## src/rtl/dt_pkg.sv

```systemverilog
// rtl/dt_pkg.sv - dt_tree_engine configuration, node-entry layout, states, child selection
// The widths here are the single source for the node-table layout used by the engine and RAM.
package dt_pkg;
  localparam int N_FEAT    = 51;
  localparam int NODES     = 32;
  localparam int CLASS_W   = 3;
  localparam int MAX_STEPS = 16;

  localparam int NODE_W = $clog2(NODES);
  localparam int FIDX_W = $clog2(N_FEAT);
  localparam int NE_W   = 1 + FIDX_W + 2*NODE_W + CLASS_W;
  localparam int STEP_W = $clog2(MAX_STEPS) + 1;

  localparam int CLS_LSB  = 0;
  localparam int F_LSB    = CLASS_W;
  localparam int T_LSB    = CLASS_W + NODE_W;
  localparam int FIDX_LSB = CLASS_W + 2*NODE_W;
  localparam int LEAF_BIT = NE_W - 1;

  typedef struct packed {
    logic              leaf;
    logic [FIDX_W-1:0] fidx;
    logic [NODE_W-1:0] t_child;
    logic [NODE_W-1:0] f_child;
    logic [CLASS_W-1:0] cls;
  } node_t;

  typedef logic [1:0] state_t;
  localparam state_t IDLE = 2'd0;
  localparam state_t WALK = 2'd1;
  localparam state_t DONE = 2'd2;

  // Out-of-range indices read a zero pad bit; the engine aborts on them before this matters.
  function automatic logic [NODE_W-1:0] f_next(input node_t node, input logic [N_FEAT-1:0] feat);
    logic [(1<<FIDX_W)-1:0] padded;
    padded = '0;
    padded[N_FEAT-1:0] = feat;
    return padded[node.fidx] ? node.t_child : node.f_child;
  endfunction
endpackage

```

## src/rtl/dt_node_ram.sv

```systemverilog
// rtl/dt_node_ram.sv - register-based node table, async clear, sync write, combinational read
module dt_node_ram
  import dt_pkg::*;
(
  input  logic              clk,
  input  logic              rst,
  input  logic              we,
  input  logic [NODE_W-1:0] waddr,
  input  logic [NE_W-1:0]   wdata,
  input  logic [NODE_W-1:0] raddr,
  output logic [NE_W-1:0]   rdata
);
  logic [NE_W-1:0] mem [NODES];

  always_ff @(posedge clk or posedge rst) begin
    if (rst) begin
      for (int i = 0; i < NODES; i++) mem[i] <= '0;
    end else if (we) begin
      mem[waddr] <= wdata;
    end
  end

  assign rdata = mem[raddr];
endmodule

```

## src/rtl/dt_tree_engine.sv

```systemverilog
// rtl/dt_tree_engine.sv - sequential decision-tree walker, one node per clock, valid/ready in and out
module dt_tree_engine
  import dt_pkg::*;
(
  input  logic               clk,
  input  logic               rst,
  input  logic               cfg_we,
  input  logic [NODE_W-1:0]  cfg_addr,
  input  logic [NE_W-1:0]    cfg_data,
  input  logic               s_valid,
  output logic               s_ready,
  input  logic [N_FEAT-1:0]  s_feat,
  output logic               m_valid,
  input  logic               m_ready,
  output logic [CLASS_W-1:0] m_class,
  output logic               m_err,
  output logic               busy
);
  state_t              state;
  logic [N_FEAT-1:0]   feat_q;
  logic [NODE_W-1:0]   cur;
  logic [STEP_W-1:0]   step;
  logic [NE_W-1:0]     rd;
  node_t               node;

  // Table is writable only while idle, so a walk always sees a frozen tree.
  dt_node_ram u_ram (
    .clk   (clk),
    .rst   (rst),
    .we    (cfg_we && (state == IDLE)),
    .waddr (cfg_addr),
    .wdata (cfg_data),
    .raddr (cur),
    .rdata (rd)
  );

  assign node    = node_t'(rd);
  assign s_ready = (state == IDLE);
  assign busy    = (state == WALK);
  assign m_valid = (state == DONE);

  always_ff @(posedge clk or posedge rst) begin
    if (rst) begin
      state   <= IDLE;
      feat_q  <= '0;
      cur     <= '0;
      step    <= '0;
      m_class <= '0;
      m_err   <= 1'b0;
    end else begin
      case (state)
        IDLE: begin
          if (s_valid) begin
            feat_q <= s_feat;
            cur    <= '0;
            step   <= '0;
            state  <= WALK;
          end
        end
        WALK: begin
          if (node.leaf) begin
            m_class <= node.cls;
            m_err   <= 1'b0;
            state   <= DONE;
          end else if (int'(node.fidx) >= N_FEAT || step == STEP_W'(MAX_STEPS-1)) begin
            m_class <= '0;
            m_err   <= 1'b1;
            state   <= DONE;
          end else begin
            cur  <= f_next(node, feat_q);
            step <= step + 1'b1;
          end
        end
        DONE: begin
          if (m_ready) state <= IDLE;
        end
        default: state <= IDLE;
      endcase
    end
  end
endmodule

```

## config.mk

```make
export PLATFORM = sky130hd
export DESIGN_NAME = dt_tree_engine
export DESIGN_NICKNAME = d
export VERILOG_FILES = /design/src/rtl/dt_pkg.sv /design/src/rtl/dt_node_ram.sv /design/src/rtl/dt_tree_engine.sv
export SDC_FILE = /design/constraint.sdc
export NUM_CORES = 1
export LEC_CHECK = 0
export BUFFER_PORTS_ARGS = -buffer_cell sky130_fd_sc_hd__buf_2
export CORE_MARGIN = 1.5
export CORE_UTILIZATION = 40
export CTS_BUF_LIST = sky130_fd_sc_hd__clkbuf_8
export DETAILED_ROUTE_END_ITERATION = 10
export REMOVE_ABC_BUFFERS = 1
export SLEW_MARGIN = 20
export SYNTH_ARGS = -nofsm -noshare
export SYNTH_HDL_FRONTEND = slang
export SYNTH_SLANG_ARGS = --single-unit
```

## constraint.sdc

```tcl
create_clock -name clk -period 22.2 [get_ports clk]
set_input_delay 2.22 -clock clk [delete_from_list [all_inputs] [get_ports clk]]
set_output_delay 2.22 -clock clk [all_outputs]
set_load 0.02 [all_outputs]
```

==> results of run 1 <==
cell usage in the layout, fill, tap and decap left out, types with 5 or more instances in the layout:
cell type | netlist | final
dfrtp_1 | 707 | 703
mux2_2 | 695 | 695
mux4_2 | 190 | 190
clkbuf_8 | 0 | 162
buf_2 | 19 | 87
inv_1 | 7 | 44
mux2i_1 | 43 | 43
nand2_1 | 40 | 40
buf_4 | 5 | 40
nand3_1 | 36 | 36
nor2_1 | 38 | 24
o21ai_0 | 23 | 23
nor2_4 | 0 | 14
clkinv_2 | 0 | 11
nand2b_1 | 9 | 9
nand4_1 | 6 | 6
nand4b_1 | 5 | 5
nand2_2 | 5 | 5
metal layers:
metal	GRT usage	vias to the layer above	wire (um)	share of wire
li1	-	7805	-	-
met1	0.294	10100	38300	0.46
met2	0.320	462	38400	0.46
met3	0.0379	155	3920	0.047
met4	0.0689	4	2430	0.029
met5	0	-	26	0.00031
power breakdown:
group / internal, uW / switching (uW) / total [uW]
logic: 488 / 396 / 884
clock network: 698 / 539 / 1240
registers: 1600 / 171 / 1770
total: 2790 / 1110 / 3890
state kept, by name (all words and copies together), names as in the netlist:
signal	count
feat_q	51
state	2
m_err	1
cur	5
u_ram.mem	640
m_class	3
step	5
area by class of cell:
cell class	instances	area [um2]
antenna	4	10.0
clock buffer	162	2230
inverter	8	37.5
clock inverter	60	399
fill	6927	43700
multi-input combinational	1154	13900
timing repair buffer	135	893
sequential	707	17700
tap	1060	1330
per-stage QoR:
stage	cells	setup WS [ps]	cell area, um2	power (uW)	hold WS (ps)
after floorplan	1869	151	31500	2440	474
after global placement	3058	16440	33800	2630	481
after detailed placement	3063	16200	33900	2680	487
after CTS	3285	17040	36500	3940	500
after global routing	3288	16590	36500	4110	510
final	3290	17210	36500	3890	498
kinds of logic after synthesis:
logic type,share of synthesized area
DFF,0.547
and+or+nand+nor,0.0269
adders and majority gates,0.000773
AOI/OAI and AO/OA,0.0110
xor gates and xnor gates,0.000542
buffers and inverters,0.0260
muxes,0.388
final timing paths:
check | start | endpoint | cells after the start
setup / recovery | rst | cur[2] | 5
hold / removal | u_ram.mem[290] | u_ram.mem[290] | 1
setup reg to reg | cur[1] | cur[4] | 9
hold reg to reg | u_ram.mem[290] | u_ram.mem[290] | 1
max in group clk | cur[1] | cur[4] | 9
min in group asynchronous | rst | u_ram.mem[534] | 2
==> impl_metrics.yaml, run 1 <==
status:
  status: "completed"
clock_network:
  ctsResizeCount: 0
  h-tree-depth: 3
  cts_buffer_depth: 3
  cts_tree: "yes"
  clk_pin_slew_ps: 60
  cts.sinks: 707
  insertion_delay_ps: 770
  cts_buffers: 118
  postCtsSetupBuffers: 0
  cts_hold_buffers: 0
  root_buffer: "clkbuf_8"
power:
  p_leak_uw: 0.0170
  powerDensity_nw_per_um2: 107
  vdd_drop_max_uv: 53.2
synth:
  ys_types: 56
  synth_area_um2: 32400
  yosysMostFrequentCell: "dfrtp_1"
  synth.avg_cell_area_um2: 15.7
  synth_ff_type: "dfrtp_1"
  yosysTopAreaCellShare: 0.547
  ys_top_cells_by_count: "dfrtp_1, mux2_2, mux4_2, clkbuf_1, mux2i_1"
  netlist.top_cell.by_area: "dfrtp_1"
  synth_warnings: 0
  synth_edf_count: 0
  synth_area_leaders: "dfrtp_1, mux2_2, mux4_2"
  ys_seq_elements: 707
  yosysSeqAreaShare: 0.547
  async_flop_share: 1.00
  netlist_instances: 2060
sta:
  slew_viol_final: 0
  setup_viol: 0
  hold_viol: 0
  setup-tns-final_ps: 0
  fin_crit_ps: 4990
  worst_slew_pin_slew_ps: 1210
  final.period_utilization: 0.225
  rsz0062_at_grt: "false"
  maxSlewHeadroom: 0.189
  fmax_ghz: 0.200
  skew_ps: 49.2
finish:
  fin_util: 0.455
  nets: 2207
  syn_to_final_growth_pct: 12.9
  drive_gt1_frac: 0.559
die:
  io-pin-count: 88
  die_w_um: 287
  coreArea_um2: 80300
  die-height_um: 287
  die_area_um2: 82600
  rows: 104
  start_util: 0.403
setup_path:
  crit_buf_inv: 5
  cpMostUsedCell: "buf_4"
  path_max_fanout: 124
  cpPeakStageDelay_ps: 880
  end_kind: "async pin"
  cp.required_ps: 22810
  startpoint_type: "input pin"
  slowest_stage: "buf_4"
  critPathKind: "input pin to async pin"
  regToRegSetupSlack_ps: 17330
  critPathTopFamily: "buffers and inverters"
  crit_chain: "buf_2 > inv_8 > buf_4 > buf_4 > buf_4"
  crit_arrival_ps: 5610
place:
  gp_congestion: 0.817
  hpwl_um: 49300
  portBuffers: 87
routing:
  detail_route.vias_per_cell: 5.62
  wl_per_cell_um: 25.2
  drc: 0
  vias: 18500
  dr.pass1.iters: 7
  wirelength_um: 83000
  drt_iter0_drc: 1237
  detail-route-antenna-nets: 0
global_route:
  antenna_found_initial: 4
  grt_overflow_total: 0
  grt_max_degree: 125
  grt_util_all_layers: 0.207
  grt_pass1_wl_um: 127000
  grt_pass1_vias: 19900
worst_hold_path:
  hp-class: "flop to flop"
run:
  cap_violations: 0
Power figures use the tool's default switching activity.
==> inputs of run 2 (changes only) <==
--- a/config.mk
+++ b/config.mk
@@ -5,6 +5,7 @@
 export SDC_FILE = /design/constraint.sdc
 export NUM_CORES = 1
 export LEC_CHECK = 0
+export ABC_AREA = 1
 export BUFFER_PORTS_ARGS = -buffer_cell sky130_fd_sc_hd__buf_2
 export CORE_MARGIN = 1.5
 export CORE_UTILIZATION = 40
==> constraint.sdc (replaced) <==
create_clock -name clk -period 4 [get_ports clk]
set_input_delay 0.4 -clock clk [delete_from_list [all_inputs] [get_ports clk]]
set_output_delay 0.4 -clock clk [all_outputs]
set_load 0.02 [all_outputs]
==> impl_metrics.yaml, run 2 <==
global_route:
  grt_overflow_total: 0
  antenna_found_initial: 2
  grt_use_met1: 0.353
  grt_util_all_layers: 0.245
  grt-busiest-layer: "met2"
  grt_pass1_vias: 25400
  grt_pass1_wl_um: 154000
  grt_max_degree: 114
  met2_usage: 0.377
  grtUsageMet3: 0.0416
synth:
  async_flop_share: 1.00
  synth.avg_cell_area_um2: 8.63
  ys_types: 43
  ys_top_cells_by_count: "nand2_1, o21ai_0, dfrtp_1, clkbuf_1, nor2_1"
  synth_area_leaders: "dfrtp_1, nand2_1, o21ai_0"
  yosysMostFrequentCell: "nand2_1"
  synth_warnings: 0
  netlist_instances: 3697
  ys_seq_elements: 707
  synth_edf_count: 0
  synth_ff_type: "dfrtp_1"
  netlist.top_cell.by_area: "dfrtp_1"
  synth_area_um2: 31900
  yosysSeqAreaShare: 0.555
  yosysTopAreaCellShare: 0.555
routing:
  wl_per_cell_um: 20.5
  drt_iter0_drc: 2775
  drc: 0
  detail_route.vias_per_cell: 5.48
  vias: 26600
  wirelength_um: 99700
  dr.pass1.iters: 8
  detail-route-antenna-nets: 0
setup_path:
  slowest_stage: "dfrtp_4"
  critPathKind: "flop to flop"
  path_max_fanout: 105
  cp.required_ps: 4590
  regToRegSetupSlack_ps: 460
  crit_buf_inv: 2
  critPathTopFamily: "simple AND/OR/NAND/NOR gates"
  cpMostUsedCell: "nand2_1"
  cp.depth: 15
  r2r_cells: 15
  end_kind: "flop"
  crit_chain: "inv_16 > nand2_1 > nand3_1 > nand3_1 > nand2_1 > nand2_1 > nand2_1 > nand2_1 > nand2_2 > inv_2 > nor2_1 > o21ai_1 > nand4_2 > nand2_2 > o31ai_1"
  startpoint: "cur[0]"
  timing.rr.start: "cur[0]"
  cpPeakStageDelay_ps: 680
  startpoint_type: "flop"
  crit_arrival_ps: 4130
  r2r-end: "state[1]"
place:
  gp_congestion: 0.788
  post_dp_cell_area_um2: 32900
  hpwl_um: 54200
  portBuffers: 87
status:
  status: "completed"
die:
  die-height_um: 285
  die_w_um: 285
  die_area_um2: 81400
  coreArea_um2: 79000
  rows: 103
  start_util: 0.404
  io-pin-count: 88
sta:
  slew_viol_final: 0
  fmax_ghz: 0.283
  maxSlewHeadroom: 0.313
  skew_ps: 33.2
  final.period_utilization: 0.884
  rsz0062_at_grt: "false"
  fin_crit_ps: 3540
  worst_slew_pin_slew_ps: 1030
  setup_viol: 0
  setup-tns-final_ps: 0
  hold_viol: 0
finish:
  syn_to_final_growth_pct: 13.0
  drive_gt1_frac: 0.116
  largest_reg_flops: 640
  fillers: 7609
  final_cell_mix: "nand2_1, o21ai_0, dfrtp_1, nor2_1, clkbuf_8"
  final_common_cell: "nand2_1"
  biggestRegsByFlops: "u_ram.mem x640, feat_q x51"
  final_cell_area_um2: 36000
  nets: 3785
  regMostFlops: "u_ram.mem"
clock_network:
  cts.sinks: 707
  h-tree-depth: 3
  cts_buffers: 119
  clk_pin_slew_ps: 60
  cts_tree: "yes"
  insertion_delay_ps: 730
  root_buffer: "clkbuf_8"
  cts_buffer_depth: 3
worst_hold_path:
  min_from: "s_valid"
  min_to: "state[0]"
  hp-class: "input pin to flop"
  hold_depth: 3
power:
  p_leak_uw: 0.0165
  vdd_drop_max_uv: 298
  powerDensity_nw_per_um2: 691
  totalPowerFinal_uw: 24900
run:
  cap_violations: 0
-- run 2: cell types whose count changed after synthesis, moves of 39 or more --
cell      previous run  this run
o21ai_1              1        40
o221ai_1             1        46
o21ai_0             23       766
buf_2               19        63
nand3_1             36       154
nor2_1              38       171
clkbuf_1           127       222
mux2i_1             43         1
a21oi_1              4       142
mux4_2             190         0
nand2_1             40      1078
mux2_2             695        51
-- run 2: cell families after synthesis --
| group | synth area share |
|---|---|
| and+or+nand+nor | 0.179 |
| xor gates and xnor gates | 0.000275 |
| adders and majority gates | 0.000785 |
| DFF | 0.555 |
| AOI/OAI and AO/OA | 0.192 |
| muxes | 0.0183 |
| buffers and inverters | 0.0553 |
-- run 2: worst register-to-register path: cells and delay by family, from the launching register on --
family / cells / cell delay [ps]
flip-flops: 1 / 680
buffers and inverters: 2 / 540
AND/OR/NAND/NOR: 11 / 1810
AO/OA/AOI/OAI: 2 / 380
-- run 2: per-stage QoR --
| stage | hold slack, ps | utilization | instances | setup slack, ps |
|---|---|---|---|---|
| 5_1_grt | 271 | 0.456 | 4855 | 168 |
| 3_3_place_gp | 461 | 0.416 | 4578 | 332 |
| 2_1_floorplan | 448 | - | 3358 | -16230 |
| 3_5_place_dp | 468 | 0.416 | 4578 | 338 |
| 4_1_cts | 203 | 0.456 | 4854 | 304 |
| 6_report | 275 | 0.456 | 4855 | 464 |
-- run 2: how the worst max path moves through the flow --
stage                    end  slack, ps
finish              state[1]        460
detailed placement  state[1]        340
CTS                 state[1]        300
global placement    state[1]        330
global route           m_err        170
floorplan             cur[0]     -16230
-- run 2: layout make-up --
class | count | area, um2 | share of cell area
multi-input cells | 2607 | 12400 | 0.345
diodes | 1 | 2.50 | 0.0000694
inverters | 44 | 195 | 0.00542
clock buffers | 165 | 2270 | 0.0630
well taps | 1050 | 1310 | 0.0364
clock inverters | 58 | 358 | 0.00993
flip-flops and latches | 707 | 17700 | 0.491
repair buffers | 223 | 1760 | 0.0489
-- run 2: per-layer routing --
layer / vias to the layer above / part of all wire / routed length, um
li1: 12500 / - / -
met1: 13000 / 0.46 / 46100
met2: 924 / 0.44 / 44200
met3: 156 / 0.070 / 7010
met4: 2 / 0.023 / 2320
met5: - / 0.00013 / 13
-- run 2: power breakdown --
part,leakage (uW),total (uW),switching (uW),internal (uW)
clock,0.00150,6930,3030,3910
sequential,0.00937,10600,1250,9350
combinational,0.00560,7380,4720,2660
total,0.0165,24900,8990,15900
-- run 2: timing repair --
action / in CTS / in global routing
gates resized for setup: 0 / 1
hold buffers: 53 / 0
buffers inserted: 0 / 0
hold endpoints to repair: 122 / 0
endpoints found under the setup margin: 0 / 7
